===== src/rtl/serial_sub.sv =====
// Bit-serial subtractor: D = A - B - Bin, LSB first, one full-subtractor cell
// and a borrow flip-flop, with a start/busy/done handshake.
module serial_sub #(
  parameter int WIDTH = 8
) (
  input  logic             iClk,
  input  logic             iRst_n,
  input  logic             iStart,
  input  logic [WIDTH-1:0] iA,
  input  logic [WIDTH-1:0] iB,
  input  logic             iBin,
  output logic             oBusy,
  output logic             oDone,
  output logic [WIDTH-1:0] oD,
  output logic             oBout
);

  localparam int CW = $clog2(WIDTH);

  typedef enum logic [1:0] {
    S_IDLE,
    S_RUN,
    S_DONE
  } state_e;

  state_e           state_q, state_d;
  logic [WIDTH-1:0] a_q, a_d;
  logic [WIDTH-1:0] b_q, b_d;
  logic [WIDTH-1:0] diff_q, diff_d;
  logic             br_q, br_d;
  logic [CW-1:0]    cnt_q, cnt_d;
  logic [WIDTH-1:0] d_q, d_d;
  logic             bout_q, bout_d;

  logic             d_bit;
  logic             br_next;
  logic [WIDTH-1:0] diff_shift;

  // Full-subtractor cell on the current LSBs.
  assign d_bit      = a_q[0] ^ b_q[0] ^ br_q;
  assign br_next    = (~a_q[0] & b_q[0]) | (~(a_q[0] ^ b_q[0]) & br_q);
  assign diff_shift = {d_bit, diff_q[WIDTH-1:1]};

  always_comb begin
    // NOTE: every next-state signal gets its hold value first so no path infers a latch.
    state_d = state_q;
    a_d     = a_q;
    b_d     = b_q;
    diff_d  = diff_q;
    br_d    = br_q;
    cnt_d   = cnt_q;
    d_d     = d_q;
    bout_d  = bout_q;

    case (state_q)
      S_IDLE: begin
        if (iStart) begin
          a_d     = iA;
          b_d     = iB;
          br_d    = iBin;
          diff_d  = '0;
          cnt_d   = '0;
          state_d = S_RUN;
        end
      end
      S_RUN: begin
        diff_d = diff_shift;
        a_d    = a_q >> 1;
        b_d    = b_q >> 1;
        br_d   = br_next;
        if (cnt_q == CW'(WIDTH - 1)) begin
          // Result registers load only here, so partial sums never reach oD.
          d_d     = diff_shift;
          bout_d  = br_next;
          state_d = S_DONE;
        end else begin
          cnt_d = cnt_q + CW'(1);
        end
      end
      S_DONE:  state_d = S_IDLE;
      default: state_d = S_IDLE;
    endcase
  end

  // NOTE: sequential state uses non-blocking assignments only.
  always_ff @(posedge iClk or negedge iRst_n) begin
    if (!iRst_n) begin
      state_q <= S_IDLE;
      a_q     <= '0;
      b_q     <= '0;
      diff_q  <= '0;
      br_q    <= 1'b0;
      cnt_q   <= '0;
      d_q     <= '0;
      bout_q  <= 1'b0;
    end else begin
      state_q <= state_d;
      a_q     <= a_d;
      b_q     <= b_d;
      diff_q  <= diff_d;
      br_q    <= br_d;
      cnt_q   <= cnt_d;
      d_q     <= d_d;
      bout_q  <= bout_d;
    end
  end

  assign oBusy = (state_q != S_IDLE);
  assign oDone = (state_q == S_DONE);
  assign oD    = d_q;
  assign oBout = bout_q;

endmodule


===== config.mk =====
export PLATFORM = sky130hd
export DESIGN_NAME = serial_sub
export DESIGN_NICKNAME = d
export VERILOG_FILES = /design/src/rtl/serial_sub.sv
export SDC_FILE = /design/constraint.sdc
export NUM_CORES = 1
export LEC_CHECK = 0
export CAP_MARGIN = 40
export CORE_MARGIN = 2
export CORE_UTILIZATION = 50
export CTS_CLUSTER_DIAMETER = 60
export DETAILED_ROUTE_END_ITERATION = 16
export MAX_ROUTING_LAYER = met4
export PLACE_DENSITY = 0.75
export RECOVER_POWER = 25
export SETUP_SLACK_MARGIN = 0.2
export SLEW_MARGIN = 20
export SYNTH_ARGS = -nofsm -noshare
export SYNTH_HDL_FRONTEND = slang
export SYNTH_SLANG_ARGS = --single-unit

===== constraint.sdc =====
create_clock -name iClk -period 2.3 [get_ports iClk]
set_input_delay 0.345 -clock iClk [delete_from_list [all_inputs] [get_ports iClk]]
set_output_delay 0.345 -clock iClk [all_outputs]
set_load 0.005 [all_outputs]

==> results.md, run 1 <==
- The number of cells in the finished layout apart from fillers is 234.
- The detailed-route wire length per cell is 15.0 um.
- After detailed routing, the number of vias per cell comes to 5.47.
- The number of maximum-capacitance constraint violations is 0.
- The path class of the lowest-slack min-delay path is reg -> reg.
- The leakage component of the power is 1.06 nW.
- VDD sags by at most 0.604 mV.
- Of all nets on the critical path, the largest fanout is 11.
- In this run the power density over the cells is 1250 nW/um^2.
- Across the routed clock network, the largest skew measured is 7.28 ps.
- TritonCTS created 5 clock buffers.
- The transition at the pin with the smallest max-transition slack is 752 ps.
- The global-route wire length before repair is 6.15 mm.
- The gate count after technology mapping is 153.
- Of the cells placed in the final design, the portion with a size suffix greater than 1 is 19.9%.
- In this run the tightest slew margin relative to its limit is 49.7%.
- The hold violation total from the final report came to 0.
- At the placement stage, the worst setup path has a slack of 511 ps.
- The final number of max-transition violations is 0.
- The number of instances in the placed design is 224.
- The initialized floorplan defines 22 standard-cell rows.
- The die area is 4340 sq um.
- The most common cell in the synthesized netlist is sky130_fd_sc_hd__dfrtp_1.
- The detail route stage leaves a number of antenna-violating nets equal to 0.
- Buffers placed on the I/O ports in this run total 30.
- The detailed router's first-iteration violation count is 75.
- The maximum level of the CTS H-tree is 2.
- STA classifies the critical path startpoint as a flip-flop.
- The critical path class is reg -> out.
- In the post-synthesis netlist, the biggest area contributors are sky130_fd_sc_hd__dfrtp_1 (50%), sky130_fd_sc_hd__a211oi_2 (6.5%), sky130_fd_sc_hd__mux2_4 (6.3%).
- Adding up every negative setup slack in the final design gives 0 ps.
- TritonCTS built the clock tree.
- The number of optimization iterations in the first detailed-route pass is 4.
- Summed over all layers, the global routing overflow is 0.
- For the worst setup path, the data required time is 1960 ps.
- The number of clock sinks is 38.
- The number of warnings issued by yosys is 0.
- Setup repair after global routing left no endpoint under its margin.
- The data arrival at the endpoint of the critical path is 1620 ps.
- The routed layout has 1279 vias.
- In this run, synthesis inferred 0 flip-flops with an integrated enable.
- In this run the biggest area consumer among cell types represents 49.6% of the synthesized area.
- The clock period minus worst slack is 1970 ps.
- The largest net degree at the start of global routing is 39.
- Global routing used 19.6% of the available tracks.
- The top achievable clock speed is 0.508 GHz.
- The largest area contributor in the synthesized netlist is sky130_fd_sc_hd__dfrtp_1.
- For this run, design rule violations remaining after detail routing come to 0.
- The share of the clock period used by the worst path is 85.6%.
- The relative area change from synthesis to final layout is 22.3%.
- In this run the mean area of a mapped cell was 12.5 sq um.
- The net count of the mapped netlist is 176.
- The worst-skew pair later-pin latency is 290 ps.
- The number of antenna violations at the first check in global routing is 0.
- The run finished with clean final reports.
- In the final design database the tool counted 208 nets.
- The post-synthesis cell type count is 31.
- The placeable core area is 3660 sq um.
- In the synthesized netlist the dominant register cell turns out to be sky130_fd_sc_hd__dfrtp_1.
- The antenna diode count is 0.
- The via count of the first global-routing pass was 1321.
- Setup violations remaining at the end of the flow were counted as 0.
- Of all flip-flops after synthesis, the portion carrying an async set or reset was 100%.
- Clock-pin slew was measured on the worst setup and hold paths at 70 ps.
- The maximum clock insertion buffer count is 2.
- The global placement routability congestion is 0.750.
- Hold timing on the final database bottoms out at a slack of 501 ps.
- The starting density of the core is 52.4%.
- The category of the worst setup path capture point is an output pin.
- The sequential element share of the synthesized area is 49.6%.
- The HPWL after detailed placement is 2.33 mm.
- 31 I/O pins were placed.
- In this run the cell area of the synthesized design comes to 1920 sq um.
- By count the netlist is led by sky130_fd_sc_hd__dfrtp_1 (38), sky130_fd_sc_hd__inv_1 (18), sky130_fd_sc_hd__nor4b_1 (13).
- The final wirelength is 3.51 mm.
- In this run the horizontal extent of the chip is 65.9 um.
- The root buffer cell is sky130_fd_sc_hd__clkbuf_8.
- Measured along the y axis, the die boundary spans 65.9 um.
- The smallest setup slack after layout is 332 ps.
- After synthesis the netlist holds a flip-flop and latch count of 38.
-- through the flow --
step | cell area [sq um] | util, % | total power [W]
after floorplan | 1920 | - | 0.00204
after global routing | 2340 | 64.0 | 0.00316
final | 2340 | 64.0 | 0.00292
after CTS | 2330 | 63.6 | 0.00295
after detailed placement | 2220 | 60.6 | 0.00239
after global placement | 2220 | 60.6 | 0.00233
-- final timing paths --
check,start,to,slack [ps],cells past startpoint
worst max-delay path,state_q[1],oBusy,330,3
min in group asynchronous,iRst_n,a_q[0],580,2
worst max register to register,cnt_q[0],oD[1],650,5
max in group asynchronous,iRst_n,state_q[1],660,3
worst min register to register,b_q[7],b_q[7],500,2
worst min-delay path,b_q[7],b_q[7],500,2
-- where the power goes --
part	internal [W]	total, W	switching, W
combinational	0.000689	0.00118	0.000488
clock	0.000319	0.000552	0.000233
sequential	0.000972	0.00119	0.000219
-- worst max-delay path: stages (launching register included) --
cell,delay [ps]
sky130_fd_sc_hd__dfrtp_1,530
sky130_fd_sc_hd__nor2_4,230
sky130_fd_sc_hd__clkinv_1,110
sky130_fd_sc_hd__clkdlybuf4s50_1,470
-- registers in the layout, summed over array words and instances (netlist names) --
name	flops
a_q	8
b_q	8
br_q	1
cnt_q	3
diff_q	7
oBout	1
oD	8
state_q	2
-- routing by layer --
metal / vias up / global-route usage, % / share of wire, %
li1: 617 / - / -
met1: 629 / 25.5 / 49
met2: 29 / 29.9 / 46
met3: 4 / 5.11 / 4.2
met4: 0 / 6.25 / 0.97
met5: - / - / 0
-- layout by cell type (no fill, tap or decap), types with 5 or more instances in the layout --
master,synthesis,routed
sky130_fd_sc_hd__nor4b_1,13,13
sky130_fd_sc_hd__nor3b_1,12,12
sky130_fd_sc_hd__buf_4,4,6
sky130_fd_sc_hd__a211oi_2,10,10
sky130_fd_sc_hd__nor2b_1,5,5
sky130_fd_sc_hd__dfrtp_1,38,37
sky130_fd_sc_hd__a22o_1,7,7
sky130_fd_sc_hd__clkbuf_8,0,5
sky130_fd_sc_hd__clkdlybuf4s50_1,0,29
sky130_fd_sc_hd__mux2_4,8,8
sky130_fd_sc_hd__inv_1,18,18
-- cell families (layout without fill, tap and decap cells) --
logic type	count (synthesis)	in the layout	synth area share, %
AOI/OAI and AO/OA	29	29	15.7
DFF	38	38	49.6
adders and majority gates	3	3	2.35
muxes	9	9	6.79
buffers and inverters	32	65	8.81
and+or+nand+nor	42	42	16.8
-- cell type report --
cell class | count | area, sq um
multi-input combinational | 83 | 797
clock inverter | 3 | 40.0
fill | 301 | 1320
timing repair buffer | 38 | 354
inverter | 19 | 71.3
sequential | 38 | 952
tap | 48 | 60.1
clock buffer | 5 | 68.8
-- what timing repair did --
action	CTS	global route
hold buffers	0	1
setup endpoints to repair	0	1
buffers inserted	0	0
resized for setup	0	1
endpoints found under the hold margin	0	11
Power figures use the tool's default switching activity.
==> run 2: changes to the inputs <==
- CORE_MARGIN: 2 -> 5
==> run 2 against run 1 <==
Compared with the run above:
- combinational power about the same
- register-to-register slack got worse by 310 ps
- maximum frequency increased by 0.68%
- power increased by 5.7%
- clock power increased by 27%
- routed wire length increased by 6.6%
- largest cell class unchanged
- worst setup slack improved by 13 ps
==> results.md, run 2 (synthesis results as in run 1) <==
- Run status: finished clean (unchanged).
- The worst-skew pair later-pin latency was 300 ps (was 290 ps).
- The final wirelength is 3.75 mm (was 3.51 mm).
- The number of optimization iterations in the first detailed-route pass is 4 (unchanged).
- The share of the clock period used by the worst path is 85.0% (was 85.6%).
- The data required time at the worst endpoint came to 1960 ps (about the same).
- The worst-path cell with the longest stage delay is sky130_fd_sc_hd__dfrtp_2 (was sky130_fd_sc_hd__dfrtp_1).
- The global-route usage over all layers is 16.1% (was 19.6%).
- The total vias in the final route is 1310 (was 1279).
- The via count of the first global-routing pass is 1325 (was 1321).
- The number of port buffers is 30 (unchanged).
- The leakage component of the power is 1.07 nW (was 1.06 nW).
- The aggregate global routing overflow is 0 (unchanged).
- The horizontal die dimension is 71.9 um (was 65.9 um).
- The category of the worst setup path capture point is an output pin (unchanged).
- The transition at the pin with the smallest max-transition slack came to 757 ps (was 752 ps).
- The boundary pin count is 31 (unchanged).
- The vertical extent of the die was 71.9 um (was 65.9 um).
- The maximum clock insertion buffer count is 2 (unchanged).
- The sort of element at the start of the critical path is a flip-flop (unchanged).
- The worst hold margin is 506 ps (was 501 ps).
- The largest net degree at the start of global routing is 39 (unchanged).
- The clock-pin slew reported for the worst setup and hold paths after clock tree synthesis was 80 ps (was 70 ps).
- The share of cells above drive strength 1 was 19.5% (was 19.9%).
- The relative area change from synthesis to final layout is 23.6% (was 22.3%).
- The final number of max-transition violations came to 0 (unchanged).
- The detailed-route wire length per cell is 16.1 um (was 15.0 um).
- The maximum level of the CTS H-tree is 2 (unchanged).
- The maximum single-stage delay on the critical path was 530 ps (about the same).
- Top library cells by usage in the layout, fill and taps aside: sky130_fd_sc_hd__dfrtp_1 (37), sky130_fd_sc_hd__clkdlybuf4s50_1 (29), sky130_fd_sc_hd__inv_1 (18), sky130_fd_sc_hd__nor4b_1 (13), sky130_fd_sc_hd__nor3b_1 (12) (unchanged).
- The total area of sequential cells is 952 sq um (unchanged).
- The sum of negative setup slack came to 0 ps (unchanged).
- Unrepaired setup endpoints after global routing: no (unchanged).
- The worst slew slack as a fraction of its limit is 49.4% (was 49.7%).
- The antenna diode count was 0 (unchanged).
- The number of antenna-violating nets in the routed design is 0 (unchanged).
- The number of nets at the end of the flow came to 207 (was 208).
- The number of instances in the placed design is 223 (was 224).
- The number of clock sinks is 38 (unchanged).
- The HPWL after detailed placement came to 2.57 mm (was 2.33 mm).
- The hold violation total from the final report is 0 (unchanged).
- The area taken by multi-input logic gates is 797 sq um (unchanged).
- The number of antenna violations at the first check in global routing came to 0 (unchanged).
- The clock period minus worst slack is 1960 ps (was 1970 ps).
- The cell row count is 22 (unchanged).
- The critical path class was reg -> out (unchanged).
- The count of unresolved DRC violations after routing is 0 (unchanged).
- The worst-path maximum fanout was 15 (was 11).
- The number of vias per cell after detailed routing was 5.62 (was 5.47).
- The TritonCTS clock tree is yes (unchanged).
- The maximum VDD drop is 0.746 mV (was 0.604 mV).
- The number of cells in the finished layout apart from fillers is 233 (was 234).
- The global placement routability congestion is 0.805 (was 0.750).
- The number of inserted filler cells in the final layout is 309 (was 301).
- The number of setup violations in the final report came to 0 (unchanged).
- The placeable core area is 3690 sq um (was 3660 sq um).
- The power density over the cells is 1300 nW/um^2 (was 1250 nW/um^2).
- The setup clock skew after layout is 9.99 ps (was 7.28 ps).
- The data arrival at the endpoint of the critical path is 1610 ps (was 1620 ps).
- The root buffer cell is sky130_fd_sc_hd__clkbuf_8 (unchanged).
- Critical path, cell by cell: nor2_4 > clkinv_1 > clkdlybuf4s50_1 (unchanged).
- The path class of the lowest-slack min-delay path was in -> async (was reg -> reg).
- The detailed router's first-iteration violation count is 66 (was 75).
- The number of clock buffers inserted by TritonCTS is 5 (unchanged).
- The most common cell after layout, fill and taps aside is sky130_fd_sc_hd__dfrtp_1 (unchanged).
- The die area is 5170 sq um (was 4340 sq um).
- The top achievable clock speed is 0.511 GHz (was 0.508 GHz).
- The global-route wire length before repair came to 6.27 mm (was 6.15 mm).
- The number of maximum-capacitance constraint violations is 0 (unchanged).
- The starting density of the core was 52.0% (was 52.4%).
## run 2: cell count changes in the layout (fill, tap and decap cells not counted)
cell                        before  now
sky130_fd_sc_hd__bufinv_16       1    2
sky130_fd_sc_hd__clkinv_2        2    0
sky130_fd_sc_hd__buf_4           6    5
sky130_fd_sc_hd__clkbuf_8        5    6
## run 2: final timing paths
check                           start    endpoint  slack (ps)  depth (start not counted)
min in group iClk              a_q[7]      a_q[7]         510                          1
setup reg to reg             cnt_q[0]       oD[0]         340                          4
hold / removal                 iRst_n    cnt_q[2]         510                          2
hold reg to reg                a_q[7]      a_q[7]         510                          1
max in group asynchronous      iRst_n  state_q[1]         690                          3
setup / recovery           state_q[1]       oBusy         340                          3
## run 2: repair_timing
item                       4_1_cts  5_1_grt
setup buffers                    0        0
hold buffers                     0        1
setup endpoints to repair        0        2
hold endpoints to repair         0        8
resized for setup                0        1
## run 2: area by class of cell
class                   instances  share of cell area, %
clock inverters                 2                   2.53
repair buffers                 37                   14.6
flip-flops and latches         38                   40.2
clock buffers                   6                   3.48
inverters                      19                   3.01
multi-input cells              83                   33.6
well taps                      48                   2.53
## run 2: report_power, final
group          internal [W]  switching (W)  leakage, nW
combinational      0.000687       0.000520        0.543
clock              0.000463       0.000239       0.0714
sequential         0.000971       0.000205        0.458
total               0.00212       0.000964         1.07
## run 2: worst max-delay path, delay by kind of cell (launching register included)
| kind | cells | cell delay, ps |
|---|---|---|
| AND/OR/NAND/NOR | 1 | 210 |
| flip-flops | 1 | 530 |
| buffers and inverters | 2 | 570 |
## run 2: through the flow
stage	power, W	util (%)	area [sq um]	setup slack [ps]
2_1_floorplan	0.00204	-	1920	807
3_3_place_gp	0.00233	60.0	2210	483
3_5_place_dp	0.00240	60.0	2210	356
4_1_cts	0.00312	63.8	2350	234
5_1_grt	0.00329	64.2	2370	216
6_report	0.00308	64.2	2370	345
## run 2: layer usage
metal | global-route usage, % | wire length, um
met5 | - | 0
met3 | 5.12 | 208
met1 | 19.3 | 1720
met2 | 26.0 | 1800
met4 | 5.01 | 10
==> run 3: changes to the inputs <==
- CTS_CLUSTER_DIAMETER: 60 -> 100
==> results of run 3 <==
Same layout as run 2: the final DEF is identical, and so are final timing and power.
